===== src/rtl/unit_converter_seq.sv =====
// Sequential unit converter: (data_in * MUL) / DIV via restoring divider.
// Ports: clk/rst_n, in_valid/in_ready/data_in/convert_to, out_valid/out_ready/data_out/rem_out/ovf.
module unit_converter_seq #(
  parameter int WIDTH = 19,
  parameter int MUL_W = 4,
  parameter int DIV_W = 7,
  parameter int DIV0  = 100,
  parameter int DIV2  = 30,
  parameter int MUL3  = 12,
  parameter int DIV3  = 30,
  parameter int ROUND = 0
) (
  input  logic             clk,
  input  logic             rst_n,
  input  logic             in_valid,
  output logic             in_ready,
  input  logic [WIDTH-1:0] data_in,
  input  logic [1:0]       convert_to,
  output logic             out_valid,
  input  logic             out_ready,
  output logic [WIDTH-1:0] data_out,
  output logic [DIV_W-1:0] rem_out,
  output logic             ovf
);

  localparam int DW = WIDTH + MUL_W;
  localparam int CW = $clog2(DW + 1);

  typedef enum logic [1:0] {
    IDLE,
    DIV,
    DONE
  } state_t;

  state_t state, state_nxt;

  logic [DW-1:0]    dvd;
  logic [DIV_W-1:0] dvs;
  logic [DIV_W:0]   rem;
  logic [CW-1:0]    cnt;

  logic             pass;
  logic             last;
  logic [MUL_W-1:0] mul_sel;
  logic [DIV_W-1:0] div_sel;
  logic [DW-1:0]    prod;

  logic [DIV_W+1:0] dvs_x;
  logic [DIV_W+1:0] rem_sh;
  logic [DIV_W+1:0] rem_nxt;
  logic             ge;
  logic [DW-1:0]    q_step;
  logic             round_up;
  logic [DW:0]      q_rnd;
  logic             sat;

  assign pass = (convert_to == 2'b01);
  assign last = (cnt == CW'(1));

  always_comb begin
    mul_sel = MUL_W'(1);
    div_sel = DIV_W'(DIV3);
    unique case (convert_to)
      2'b00: div_sel = DIV_W'(DIV0);
      2'b01: div_sel = DIV_W'(DIV3);
      2'b10: div_sel = DIV_W'(DIV2);
      2'b11: begin
        mul_sel = MUL_W'(MUL3);
        div_sel = DIV_W'(DIV3);
      end
    endcase
  end

  assign prod = DW'(data_in) * DW'(mul_sel);

  // One restoring step: shift in next dividend bit, subtract if it fits.
  assign dvs_x   = {2'b00, dvs};
  assign rem_sh  = {rem, dvd[DW-1]};
  assign ge      = (rem_sh >= dvs_x);
  assign rem_nxt = ge ? (rem_sh - dvs_x) : rem_sh;
  assign q_step  = {dvd[DW-2:0], ge};

  // Round half up: 2*rem >= divisor.
  assign round_up = (ROUND != 0) &&
                    ({rem_nxt, 1'b0} >= {1'b0, dvs_x});
  assign q_rnd    = {1'b0, q_step} + (DW+1)'(round_up);
  assign sat      = |q_rnd[DW:WIDTH];

  always_ff @(posedge clk or negedge rst_n) begin
    if (!rst_n) state <= IDLE;
    else        state <= state_nxt;
  end

  always_comb begin
    state_nxt = state;
    in_ready  = 1'b0;
    out_valid = 1'b0;
    unique case (state)
      IDLE: begin
        in_ready = 1'b1;
        if (in_valid) state_nxt = pass ? DONE : DIV;
      end
      DIV: begin
        if (last) state_nxt = DONE;
      end
      DONE: begin
        out_valid = 1'b1;
        if (out_ready) state_nxt = IDLE;
      end
      default: state_nxt = IDLE;
    endcase
  end

  always_ff @(posedge clk or negedge rst_n) begin
    if (!rst_n) begin
      dvd      <= '0;
      dvs      <= '0;
      rem      <= '0;
      cnt      <= '0;
      data_out <= '0;
      rem_out  <= '0;
      ovf      <= 1'b0;
    end else if (state == IDLE && in_valid) begin
      if (pass) begin
        data_out <= data_in;
        rem_out  <= '0;
        ovf      <= 1'b0;
      end else begin
        dvd <= prod;
        dvs <= div_sel;
        rem <= '0;
        cnt <= CW'(DW);
      end
    end else if (state == DIV) begin
      dvd <= q_step;
      rem <= rem_nxt[DIV_W:0];
      cnt <= cnt - CW'(1);
      if (last) begin
        rem_out  <= rem_nxt[DIV_W-1:0];
        data_out <= sat ? '1 : q_rnd[WIDTH-1:0];
        ovf      <= sat;
      end
    end
  end

endmodule


===== config.mk =====
export PLATFORM = sky130hd
export DESIGN_NAME = unit_converter_seq
export DESIGN_NICKNAME = d
export VERILOG_FILES = /design/src/rtl/unit_converter_seq.sv
export SDC_FILE = /design/constraint.sdc
export NUM_CORES = 1
export LEC_CHECK = 0
export BUFFER_PORTS_ARGS = -buffer_cell sky130_fd_sc_hd__buf_2
export CAP_MARGIN = 25
export CELL_PAD_IN_SITES_DETAIL_PLACEMENT = 2
export CELL_PAD_IN_SITES_GLOBAL_PLACEMENT = 2
export CORE_MARGIN = 5
export CORE_UTILIZATION = 41
export CTS_BUF_LIST = sky130_fd_sc_hd__clkbuf_8
export DETAILED_ROUTE_END_ITERATION = 16
export PLACE_DENSITY_LB_ADDON = 0.1
export RECOVER_POWER = 25
export SYNTH_ARGS = -nofsm -noshare
export SYNTH_HDL_FRONTEND = slang
export SYNTH_SLANG_ARGS = --single-unit

===== constraint.sdc =====
create_clock -name clk -period 3.8 [get_ports clk]
set_input_delay 0.57 -clock clk [delete_from_list [all_inputs] [get_ports clk]]
set_output_delay 0.57 -clock clk [all_outputs]
set_load 0.02 [all_outputs]

==> run summary <==
Final Util - 0.473
RSZ-0062 raised after global routing - false
DRT Wirelength - 17,700 µm
Critical Path Sink - dvd[15]
setup violation total in the final timing report - 0
post-DR vias/cell - 5.62
async set or reset register ratio after synthesis - 1.00
Synth area leaders - dfrtp_1 (32%), ha_1 (12%), nand2_1 (6.6%)
slew margin rel. - -0.0603
WS Path Type - input pin to flop
antenna violations before repair - 0
drt initial violations - 203
Final Cell Area - 5970 µm²
Inst Count DP - 825
largest net degree at the start of global routing - 32
CTS H-tree lvls - 3
critical path's slowest cell - fa_1
fraction of layout instances using a drive strength above 1 - 0.165
CP peak stage delay - 550 ps
Die W - 123 µm
Required @ worst endpoint - 4020 ps
Yosys Warn Count - 0
post-route non-filler standard cell count - 839
Post-CTS Hold Buffers - 0
cell class contributing the biggest share of worst-path delay - adder cells
global-route wire length before repair - 28,800 µm
Die H - 123 µm
Post-Syn Area - 5280 µm²
grt total ovfl - 0
Unique masters post-synth - 63
Top Ports - 54
number of fill cells in the layout - 1,465
die area - 15,300 µm²
Tcrit/Tclk final - 0.926
status - finished, violations left
Final #Nets - 755
Area after DPL - 5800 µm²
CP cell instances - buf_2, and3_1, ha_1, fa_1, fa_1, a21o_1, and4_1, o21ai_0, o21ai_0, a31oi_1, xor2_1, o21ai_0
sequential share of the synthesized area - 0.322
worst hold path class - input pin to asynchronous set/reset pin
core area - 12,600 µm²
TritonCTS Buffers - 9
R2R Setup Slk - 1330 ps
Setup TNS - 0 ps
worst slew pin tran - 1590 ps
IO buf count - 53
Worst VDD drop - 0.000214 V
CTS tree - built
drt first pass iters - 4
final hold vios - 0
ant diodes - 0
Buffers & Inverters on Critical Path - 1
Slew Limit Fails - 28
ys flop type - dfrtp_1
post-synth top area cell - dfrtp_1
Period minus WS final - 3520 ps
vias in the first global route - 5,409
Max Root-Sink Buffers - 2
Clock Latency Late Sink - 350 ps
CP startpoint - convert_to[1]
# rows - 41
Worst Setup Slack, final - 281 ps
Critical Path Most Common Cell - o21ai_0
worst-path fanout max - 12
failing checks - capacitance limit, slew limit
Synth Instances - 607
syn avg cell area - 8.70 µm²
Multi-input gate area - 3190 µm²
post-cts resize count - 0
worst reg2reg endpoint - rem_out[1]
area share of the largest cell type after synthesis - 0.322
routed vias - 4,711
Crit. End Element - flop
r2r startpoint - dvs[4]
EDFF count, synth - 0
Clock transition at path regs - 80 ps
Leakage Power - 3.05 nW
GRT Resource Usage Total - 0.246
Startpoint Class - input pin
area delta synth->final - 13.1%
CTS Root Cell - clkbuf_8
#FFs+latches synth - 68
Max Fclk - 0.284 GHz
cell area power density - 691 nW/µm²
Crit. path cell count - 12
CP arrival - 3740 ps
max-cap violations - 1
clock sink count - 68
Register Area - 1700 µm²
Initial Util - 0.419
routability cong. - 0.866
Place WS - -4.73 ps
detailed-route wire length per cell - 21.1 µm
clock skew - 11.5 ps
Post-DP HPWL - 13,300 µm
Antenna Nets Post-Route - 0
DRC Markers - 0
net count after synthesis - 698
Reg2Reg Depth - 9
Post-CTS Setup Bufs - 0
-- stage by stage --
step | hold slack (ps) | total power [W]
after floorplan | 274 | 0.00275
after global placement | 467 | 0.00335
after detailed placement | 482 | 0.00349
after CTS | 178 | 0.00416
after global routing | 481 | 0.00443
final | 393 | 0.00412
-- how the worst min path moves through the flow --
stage | startpoint | endpoint | slack (ps) | cells past startpoint
finish | rst_n | data_out[3] | 390 | 1
global route | rst_n | data_out[7] | 480 | 1
CTS | rst_n | data_out[7] | 180 | 1
detailed placement | dvd[5] | dvd[5] | 480 | 2
global placement | rem_out[2] | rem_out[2] | 470 | 2
floorplan | rst_n | cnt[0] | 270 | 0
-- sequential cells by signal, summed over array words and instances, names as in the netlist --
name      flops
data_out     19
state         2
rem_out       7
dvs           3
rem           8
dvd          23
cnt           5
ovf           1
-- routing by layer --
layer  track usage  vias to the layer above  wire length (µm)
li1              -                     2193                 -
met1         0.292                     2407              7500
met2         0.451                       74              9300
met3        0.0316                       37               404
met4        0.0920                        0               527
met5             0                        -                 0
-- kinds of logic after synthesis --
logic type                 share of synthesized area
xor gates and xnor gates                      0.0332
and+or+nand+nor                                0.183
DFF                                            0.322
adders and majority gates                      0.181
other                                       0.000710
buffers and inverters                         0.0734
muxes                                         0.0220
AOI/OAI and AO/OA                              0.185
-- where the power goes --
part	total [W]	switching [W]	leakage, nW	internal [W]
clock	0.000621	0.000292	0.102	0.000329
combinational	0.00222	0.00140	2.14	0.000814
sequential	0.00128	0.000239	0.805	0.00105
-- cell usage in the layout (no fill, tap or decap), drive strengths merged, types with 12 or more instances in the layout --
cell type	count
a21oi	21
a31oi	26
and3	25
buf	71
clkbuf	13
dfrtp	68
fa	17
ha	49
inv	68
nand2	93
nor2	46
o21ai	33
o31ai	12
xor2	12
-- cell type report --
class                   count  share of cell area
multi-input cells         445               0.534
well taps                 172              0.0360
clock buffers              11              0.0253
flip-flops and latches     68               0.285
inverters                  67              0.0421
repair buffers             73              0.0708
clock inverters             3             0.00649
-- cell usage after synthesis, types with 3 or more instances --
cell type,count
ha_1,49
mux2_2,5
fa_1,17
clkbuf_1,14
a211oi_1,3
nand2_1,93
dfrtp_1,68
nor3_1,6
o21ai_0,27
xnor2_1,8
nand4_1,4
nor2_1,46
or3_1,4
o21ai_2,4
o31ai_1,8
buf_2,8
inv_1,67
a22oi_1,11
o31ai_2,3
a31oi_1,26
xor2_1,12
and2_1,5
nand2b_1,5
nor2b_1,4
nand3_1,6
and3_1,25
mux2i_1,3
a21o_1,8
a21oi_1,20
o21a_1,6
Power figures use the tool's default switching activity.
